==> src/rtl/seq_mul_pkg.sv <==
// Shared types and helpers for the shift-add multiplier.
package seq_mul_pkg;

    typedef enum logic [1:0] {IDLE, RUN, DONE} seq_mul_state_t;

    function automatic int cnt_width(input int width);
        return $clog2(width) + 1;
    endfunction

endpackage

==> src/rtl/adder_substractor.sv <==
// WIDTH-bit adder/subtractor stage with carry-out and N/Z/V flags.
module adder_substractor #(
    parameter int WIDTH = 32
) (
    input  logic [WIDTH-1:0] A,
    input  logic [WIDTH-1:0] B,
    input  logic             SUBS,
    output logic [WIDTH-1:0] S,
    output logic             Cout,
    output logic             N,
    output logic             Z,
    output logic             V
);

    logic [WIDTH-1:0] b_eff;

    // Subtraction is A + ~B + 1; Cout then means "no borrow".
    assign b_eff     = B ^ {WIDTH{SUBS}};
    assign {Cout, S} = {1'b0, A} + {1'b0, b_eff} + {{WIDTH{1'b0}}, SUBS};
    assign N         = S[WIDTH-1];
    assign Z         = (S == '0);
    assign V         = (A[WIDTH-1] == b_eff[WIDTH-1]) && (S[WIDTH-1] != A[WIDTH-1]);

endmodule

==> src/rtl/seq_multiplier.sv <==
// Iterative shift-add unsigned multiplier built around adder_substractor.
// Optional SEQ_MUL_ZERO_SKIP_EN: zero operands bypass RUN and finish in one cycle.
module seq_multiplier
    import seq_mul_pkg::*;
#(
    parameter int WIDTH = 32
) (
    input  logic               clk,
    input  logic               rst_n,
    input  logic               in_valid,
    output logic               in_ready,
    input  logic [WIDTH-1:0]   A,
    input  logic [WIDTH-1:0]   B,
    output logic               out_valid,
    input  logic               out_ready,
    output logic [2*WIDTH-1:0] P,
    output logic               Z,
    output logic               V
);

    localparam int CW = cnt_width(WIDTH);

    seq_mul_state_t   state, state_next;
    logic [WIDTH-1:0] mcand, hi, lo;
    logic [CW-1:0]    cnt;
    logic [WIDTH-1:0] addend, sum;
    logic             cout;
    logic             flag_n, flag_z, flag_v;
    logic             unused_flags;
    logic             zero_op;
    logic             last_step;

    assign addend    = lo[0] ? mcand : '0;
    assign last_step = (cnt == CW'(WIDTH - 1));

    adder_substractor #(.WIDTH(WIDTH)) u_adder (
        .A    (hi),
        .B    (addend),
        .SUBS (1'b0),
        .S    (sum),
        .Cout (cout),
        .N    (flag_n),
        .Z    (flag_z),
        .V    (flag_v)
    );

    assign unused_flags = flag_n ^ flag_z ^ flag_v;

`ifdef SEQ_MUL_ZERO_SKIP_EN
    assign zero_op = (A == '0) || (B == '0);
`else
    assign zero_op = 1'b0;
`endif

    // Handshake: a transfer happens on any rising edge where valid && ready.
    // in_ready/out_valid are pure decodes of the state register.
    always_comb begin
        state_next = state;
        in_ready   = 1'b0;
        out_valid  = 1'b0;
        case (state)
            IDLE: begin
                in_ready = 1'b1;
                if (in_valid) state_next = zero_op ? DONE : RUN;
            end
            RUN: begin
                if (last_step) state_next = DONE;
            end
            DONE: begin
                out_valid = 1'b1;
                if (out_ready) state_next = IDLE;
            end
            default: state_next = IDLE;
        endcase
    end

    always_ff @(posedge clk or negedge rst_n) begin
        if (!rst_n) state <= IDLE;
        else        state <= state_next;
    end

    always_ff @(posedge clk or negedge rst_n) begin
        if (!rst_n) begin
            mcand <= '0;
            hi    <= '0;
            lo    <= '0;
            cnt   <= '0;
        end else begin
            case (state)
                IDLE: begin
                    if (in_valid) begin
                        mcand <= A;
                        hi    <= '0;
                        lo    <= zero_op ? '0 : B;
                        cnt   <= '0;
                    end
                end
                RUN: begin
                    // Carry-out lands in the MSB of hi; dropping it breaks large products.
                    {hi, lo} <= {cout, sum, lo[WIDTH-1:1]};
                    if (!last_step) cnt <= cnt + 1'b1;
                end
                default: ;
            endcase
        end
    end

    assign P = {hi, lo};
    assign Z = (P == '0);
    assign V = (hi != '0);

endmodule
==> config.mk <==
export PLATFORM = sky130hd
export DESIGN_NAME = seq_multiplier
export DESIGN_NICKNAME = d
export VERILOG_FILES = /design/src/rtl/seq_mul_pkg.sv /design/src/rtl/adder_substractor.sv /design/src/rtl/seq_multiplier.sv
export SDC_FILE = /design/constraint.sdc
export NUM_CORES = 1
export LEC_CHECK = 0
export ABC_AREA = 1
export BUFFER_PORTS_ARGS = -buffer_cell sky130_fd_sc_hd__buf_2
export CAP_MARGIN = 15
export CORE_MARGIN = 8
export CORE_UTILIZATION = 55
export CTS_BUF_LIST = sky130_fd_sc_hd__clkbuf_2 sky130_fd_sc_hd__clkbuf_4 sky130_fd_sc_hd__clkbuf_8
export CTS_CLUSTER_DIAMETER = 80
export CTS_CLUSTER_SIZE = 40
export DETAILED_ROUTE_END_ITERATION = 8
export GPL_TIMING_DRIVEN = 0
export HOLD_SLACK_MARGIN = 0.03
export PLACE_DENSITY = 0.88
export SLEW_MARGIN = 20
export SYNTH_ARGS = -nofsm -noshare
export SYNTH_HDL_FRONTEND = slang
export SYNTH_SLANG_ARGS = --single-unit
==> constraint.sdc <==
create_clock -name clk -period 5.6 [get_ports clk]
set_clock_uncertainty 0.15 [all_clocks]
set_input_delay 1.12 -clock clk [delete_from_list [all_inputs] [get_ports clk]]
set_output_delay 1.12 -clock clk [all_outputs]
set_load 0.01 [all_outputs]
==> results of run 1 <==
-- worst max path at each step --
stage | slack [ns] | to
3_3_place_gp | 2.08 | lo[14]$_DFFE_PN0P_
4_1_cts | 2.13 | Z
6_report | 2.07 | Z
5_1_grt | 2.04 | hi[31]$_DFFE_PN0P_
2_1_floorplan | 3.01 | Z
3_5_place_dp | 2.42 | hi[31]$_DFFE_PN0P_
-- logic make-up after synthesis --
kind of cell,after synthesis,share of synthesized area
and+or+nand+nor,619,0.3626
buffers and inverters,202,0.1128
AOI/OAI and AO/OA,120,0.08764
DFF,104,0.3683
adders and majority gates,34,0.06126
xor gates and xnor gates,6,0.007436
-- Yosys cell counts (7+ instances only) --
cell type	number	share of area
nand2_1	438	0.23
inv_1	167	0.089
dfrtp_1	104	0.37
nor2_1	74	0.039
a21oi_1	63	0.045
nand3_1	44	0.031
o21ai_0	38	0.027
ha_1	33	0.058
buf_2	16	0.011
nor4_1	14	0.012
nand2_2	13	0.012
clkbuf_1	9	0.0048
nand4_1	8	0.0071
o21ai_1	8	0.0057
nor2_2	7	0.0062
o22ai_1	7	0.0062
-- worst max-delay path, cell delays in order, from the launching register on --
cell	delay (ns)
dfrtp_1	0.45
nor4_1	0.41
nand2_1	0.09
nor2_1	0.25
nand4_1	0.22
nor3_1	0.26
buf_2	0.18
-- routing by layer --
layer  routed length, µm  global-route usage
met1                8859              0.3228
met2                9446              0.4035
met3                1553             0.05588
met4                 671              0.1099
met5                   0                   0
-- sequential cells by signal, summed over array words and instances, names as in the netlist --
name,count
hi,32
lo,32
mcand,32
cnt,6
state,2
-- report_power, final --
part | total, mW | internal [mW] | leakage [nW] | switching (mW)
clock network | 0.507 | 0.238 | 0.107 | 0.270
logic | 3.11 | 1.11 | 3.57 | 2.00
registers | 1.49 | 1.14 | 1.27 | 0.349
total | 5.11 | 2.49 | 4.94 | 2.62
-- layout make-up --
class,instances,area (µm²)
flip-flops and latches,104,2603
multi-input cells,779,3667
fillers,1122,4370
repair buffers,136,709.4
well taps,172,215.2
clock buffers,12,158.9
clock inverters,3,47.55
inverters,171,641.9
plain buffers,31,155.1
-- per-stage QoR --
stage               total power [mW]  area, µm²
global placement               4.458       7958
CTS                            5.077       8198
floorplan                      3.594       7067
finish                         5.107       8198
global route                   5.585       8198
detailed placement             4.558       7991
==> results.sh, run 1 <==
export IMPL_dpl_cell_count=1393
export IMPL_drc=0
export IMPL_worstHoldStart="mcand[28]$_DFFE_PN0P_"
export IMPL_reg2reg_from="lo[0]$_DFFE_PN0P_"
export IMPL_outcome="complete, no violations"
export IMPL_place_port_buffers=135
export IMPL_whs_ns=0.3363
export IMPL_hold_end="mcand[28]$_DFFE_PN0P_"
export IMPL_avgSynthCellArea_um2=6.513
export IMPL_clockBufferDepth=2
export IMPL_ys_ff_latch=104
export IMPL_rsz0062_at_grt="no"
export IMPL_grt_pass1_vias=7015
export IMPL_cts_tree="yes"
export IMPL_postRouteAntennaNets=0
export IMPL_area_delta_synth_final_pct=16.01
export IMPL_finalMaxSlewViolations=0
export IMPL_post_cts_buffers=0
export IMPL_drt_wl_total_um=20530
export IMPL_hold_depth=2
export IMPL_worst_pin_slew_ns=0.4764
export IMPL_drive_above_1_share=0.1618
export IMPL_worstSetupStartpointType="flip-flop"
export IMPL_core_area_um2=12570
export IMPL_ys_types=32
export IMPL_syn_nets=1187
export IMPL_dieArea_um2=16730
export IMPL_pre_cts_ws_ns=2.415
export IMPL_gp_congestion=0.9931
export IMPL_timing_fmax_mhz=283.6
export IMPL_p_per_area_nw_per_um2=623.0
export IMPL_finalHoldViolations=0
export IMPL_synth_edf_count=0
export IMPL_final_cells=1408
export IMPL_clock_latency_ns=0.38
export IMPL_fin_tns_setup_ns=0
export IMPL_cp_max_fo=4
export IMPL_vias=7280
export IMPL_min_path_type="flip-flop to flip-flop"
export IMPL_htreeDepth=3
export IMPL_post_route_util=0.6523
export IMPL_cts_sinks=104
export IMPL_final_common_cell="nand2_1"
export IMPL_maxCapViolCount=0
export IMPL_drt_iter0_markers=566
export IMPL_ff2ff_setup_slack_ns=2.40
export IMPL_wl_per_cell_um=14.58
export IMPL_antenna_found_initial=0
export IMPL_hold_buffers=0
export IMPL_finalSetupViolations=0
export IMPL_grt_pass1_wl_um=33510
export IMPL_yosys_warnings=0
export IMPL_syn_inst=1085
export IMPL_clk_transition_reported_paths_ns=0.10
export IMPL_numCtsBuffers=9
export IMPL_place_hpwl_um=16340
export IMPL_fin_nets=1334
export IMPL_netlist_area_um2=7067
export IMPL_async_flop_share=1.000
export IMPL_crit_arrival_ns=2.26
export IMPL_crit_path_end_kind="output pin"
export IMPL_die_height_um=129.4
export IMPL_period_needed_ns=3.526
export IMPL_leakage_nw=4.944
export IMPL_dr_pass1_iters=7
export IMPL_synth_main_ff_cell="dfrtp_1"
export IMPL_fp_dieW_um=129.4
export IMPL_grt_util_all_layers=0.2525
export IMPL_vias_per_cell=5.170
export IMPL_initial_utilization=0.5623
export IMPL_setup_ws_ns=2.074
export IMPL_max_slew_margin=0.6824
export IMPL_r2r_cells=18
export IMPL_worstReg2RegEnd="hi[31]$_DFFE_PN0P_"
export IMPL_final_cell_mix="nand2_1, inv_1, buf_2, dfrtp_1, nor2_1"
export IMPL_cts_root_buf="clkbuf_8"
export IMPL_ir_drop_mv=0.3586
export IMPL_num_rows=41
export IMPL_gr_total_overflow=0
export IMPL_grt_max_degree=80
export IMPL_cp_data_required_time_ns=4.33
export IMPL_cts_resized=0
export IMPL_n_antenna_cell=0
export IMPL_crit_path_start="hi[20]$_DFFE_PN0P_"
export IMPL_yosysSeqAreaShare=0.3683
export IMPL_worst_setup_path_type="flip-flop to output pin"
export IMPL_io_pins=136
export IMPL_finalCritPeriodShare=0.6296
No activity file was read; power rests on OpenSTA's default activity.
==> run 2: changes to the inputs <==
Settings changed: ABC_AREA 1 to 0, PLACE_DENSITY 0.88 to 0.89.
Clock period 5.6 ns to 3.29 ns, I/O delays scaled along.
==> run 2 against run 1 <==
Compared with the run above: power grew 53%; area after synthesis shrank 8.3%; sequential power grew 71%; cell count shrank 25%; non-clock buffer count grew 12; routed wire length shrank 7.9%; synthesized cell count shrank 30%; critical path depth grew 4; worst hold slack lost 0.028 ns; largest power group unchanged; highest routed layer unchanged.
==> results.sh, run 2 <==
export IMPL_crit_arrival_ns=3.34
export IMPL_finalCritPeriodShare=0.9698
export IMPL_crit_path_end_kind="flip-flop"
export IMPL_vias=6227
export IMPL_reg_top3="hi (32), lo (32), mcand (32)"
export IMPL_p_per_area_nw_per_um2=1027
export IMPL_finalHoldViolations=0
export IMPL_htreeDepth=3
export IMPL_synthDominantCellAreaShare=0.4014
export IMPL_synth_edf_count=0
export IMPL_n_antenna_cell=0
export IMPL_dpl_cell_count=1039
export IMPL_worstReg2RegEnd="hi[25]$_DFFE_PN0P_"
export IMPL_fin_nets=1010
export IMPL_busiest_layer="met2"
export IMPL_post_cts_buffers=0
export IMPL_dieArea_um2=15520
export IMPL_met3_usage=0.03106
export IMPL_gp_congestion=0.9337
export IMPL_reg2reg_from="lo[0]$_DFFE_PN0P_"
export IMPL_area_delta_synth_final_pct=17.16
export IMPL_final_common_cell="nand2_1"
export IMPL_ir_drop_mv=0.5770
export IMPL_fp_dieW_um=124.6
export IMPL_dr_pass1_iters=5
export IMPL_drive_above_1_share=0.2018
export IMPL_grt_max_degree=74
export IMPL_synth_area_leader_cell="dfrtp_1"
export IMPL_cts_sinks=104
export IMPL_clockBufferDepth=2
export IMPL_max_slew_margin=0.4957
export IMPL_wl_per_cell_um=17.92
export IMPL_internal_power_mw=4.116
export IMPL_avgSynthCellArea_um2=8.531
export IMPL_min_path_type="input port to flip-flop"
export IMPL_timing_fmax_mhz=313.4
export IMPL_outcome="complete, no violations"
export IMPL_final_cell_mix="nand2_1, buf_2, dfrtp_1, o21ai_0, mux2i_1"
export IMPL_whs_ns=0.3088
export IMPL_worst_pin_slew_ns=0.7549
export IMPL_yosys_warnings=0
export IMPL_cp_max_fo=10
export IMPL_synth_common_cells="nand2_1, dfrtp_1, o21ai_0"
export IMPL_clock_latency_ns=0.38
export IMPL_drt_wl_total_um=18910
export IMPL_ys_ff_latch=104
export IMPL_fin_tns_setup_ns=0
export IMPL_syn_inst=760
export IMPL_worstSetupStartpointType="flip-flop"
export IMPL_rsz0062_at_grt="no"
export IMPL_vias_per_cell=5.902
export IMPL_worstHoldStart="A[20]"
export IMPL_synth_main_ff_cell="dfrtp_1"
export IMPL_leakage_nw=3.830
export IMPL_ys_types=63
export IMPL_core_area_um2=11470
export IMPL_grt_pass1_wl_um=30860
export IMPL_async_flop_share=1.000
export IMPL_hold_depth=3
export IMPL_numCtsBuffers=9
export IMPL_syn_nets=862
export IMPL_pwr_share_clk=0.108
export IMPL_ff2ff_setup_slack_ns=0.1
export IMPL_drc=0
export IMPL_cts_tree="yes"
export IMPL_place_port_buffers=135
export IMPL_antenna_found_initial=0
export IMPL_postRouteAntennaNets=0
export IMPL_grtUsageMet1=0.3072
export IMPL_finalMaxSlewViolations=0
export IMPL_period_needed_ns=3.191
export IMPL_synth_most_common_cell="nand2_1"
export IMPL_maxCapViolCount=0
export IMPL_drt_iter0_markers=565
export IMPL_r2r_cells=10
export IMPL_finalSetupViolations=0
export IMPL_num_rows=39
export IMPL_die_height_um=124.6
export IMPL_final_cells=1055
export IMPL_gr_total_overflow=0
export IMPL_cts_root_buf="clkbuf_8"
export IMPL_netlist_area_um2=6484
export IMPL_power_frac_comb=0.565
export IMPL_place_hpwl_um=14370
export IMPL_worst_setup_path_type="flip-flop to flip-flop"
export IMPL_cp_data_required_time_ns=3.44
export IMPL_pwr_share_seq=0.327
export IMPL_io_pins=136
export IMPL_ys_top_cells_by_area="dfrtp_1, nand2_1, ha_1"
export IMPL_swShare=0.4724
export IMPL_yosysSeqAreaShare=0.4014
export IMPL_grt_util_all_layers=0.2395
export IMPL_grt_pass1_vias=6132
export IMPL_grtUsageMet2=0.3882
export IMPL_p_sw_mw=3.686
export IMPL_hold_end="mcand[20]$_DFFE_PN0P_"
export IMPL_clk_transition_reported_paths_ns=0.11
export IMPL_initial_utilization=0.5654
[run 2: cells by family after synthesis]
| logic type | share of synthesized area |
|---|---|
| compound gates | 0.1694 |
| xor+xnor | 0.03242 |
| fa+ha+maj | 0.06677 |
| buf+inv | 0.03377 |
| flops | 0.4014 |
| mux | 0.05249 |
| simple gates | 0.2437 |
[run 2: cell type report]
cell class	instances	area (µm²)
timing repair buffer	137	719.4
fill	989	3871
clock buffer	12	165.2
sequential	104	2604
inverter	11	41.29
clock inverter	3	40.04
multi-input combinational	603	3666
buffer	42	181.4
tap	143	178.9
[run 2: worst max-delay path, stage by stage, from the launching register on]
cell and delay (ns):
dfrtp_2 0.50, clkbuf_2 0.26, nand2_1 0.12, fa_1 0.44, nor2b_1 0.18, o2111ai_1 0.22
a21oi_2 0.27, o221a_4 0.26, a31oi_2 0.13, or4_1 0.44, nand3_1 0.13
[run 2: power groups by stage]
stage / clock network, mW / logic, mW / registers [mW]
5_1_grt: 0.906 / 4.90 / 2.63
4_1_cts: 0.856 / 4.37 / 2.53
2_1_floorplan: 0 / 2.93 / 2.56
6_report: 0.843 / 4.41 / 2.55
3_3_place_gp: 0 / 4.23 / 2.52
3_5_place_dp: 0 / 4.34 / 2.55
[run 2: layer usage]
layer / share of wire / vias up
met3: 0.062 / 56
met5: 0 / -
li1: - / 2959
met2: 0.47 / 269
met4: 0.040 / 0
met1: 0.43 / 2943
[run 2: worst max path at each step]
stage	from	end	slack, ns	depth (start not counted)
final	lo[0]$_DFFE_PN0P_	hi[25]$_DFFE_PN0P_	0.1	10
after global placement	lo[0]$_DFFE_PN0P_	hi[25]$_DFFE_PN0P_	0.002	10
after global routing	lo[0]$_DFFE_PN0P_	hi[25]$_DFFE_PN0P_	0.008	10
after CTS	lo[0]$_DFFE_PN0P_	hi[28]$_DFFE_PN0P_	0.0009	11
after detailed placement	lo[0]$_DFFE_PN0P_	hi[25]$_DFFE_PN0P_	-0.05	10
after floorplan	lo[0]$_DFFE_PN0P_	hi[21]$_DFFE_PN0P_	0.43	11
[run 2: what timing repair did]
item,CTS,global route
resized for setup,1,6
hold buffers,1,0
endpoints found under the setup margin,4,10
hold endpoints to repair,31,0
pin swaps,0,1
[run 2: stage by stage]
| stage | util | total power, mW | cell area [µm²] | setup slack [ns] |
|---|---|---|---|---|
| finish | 0.6624 | 7.802 | 7596 | 0.09921 |
| CTS | 0.6618 | 7.758 | 7589 | 0.0009002 |
| floorplan | - | 5.493 | 6484 | 0.4298 |
| global route | 0.6624 | 8.435 | 7596 | 0.008451 |
| global placement | 0.6399 | 6.751 | 7338 | 0.002087 |
| detailed placement | 0.6429 | 6.890 | 7372 | -0.05440 |
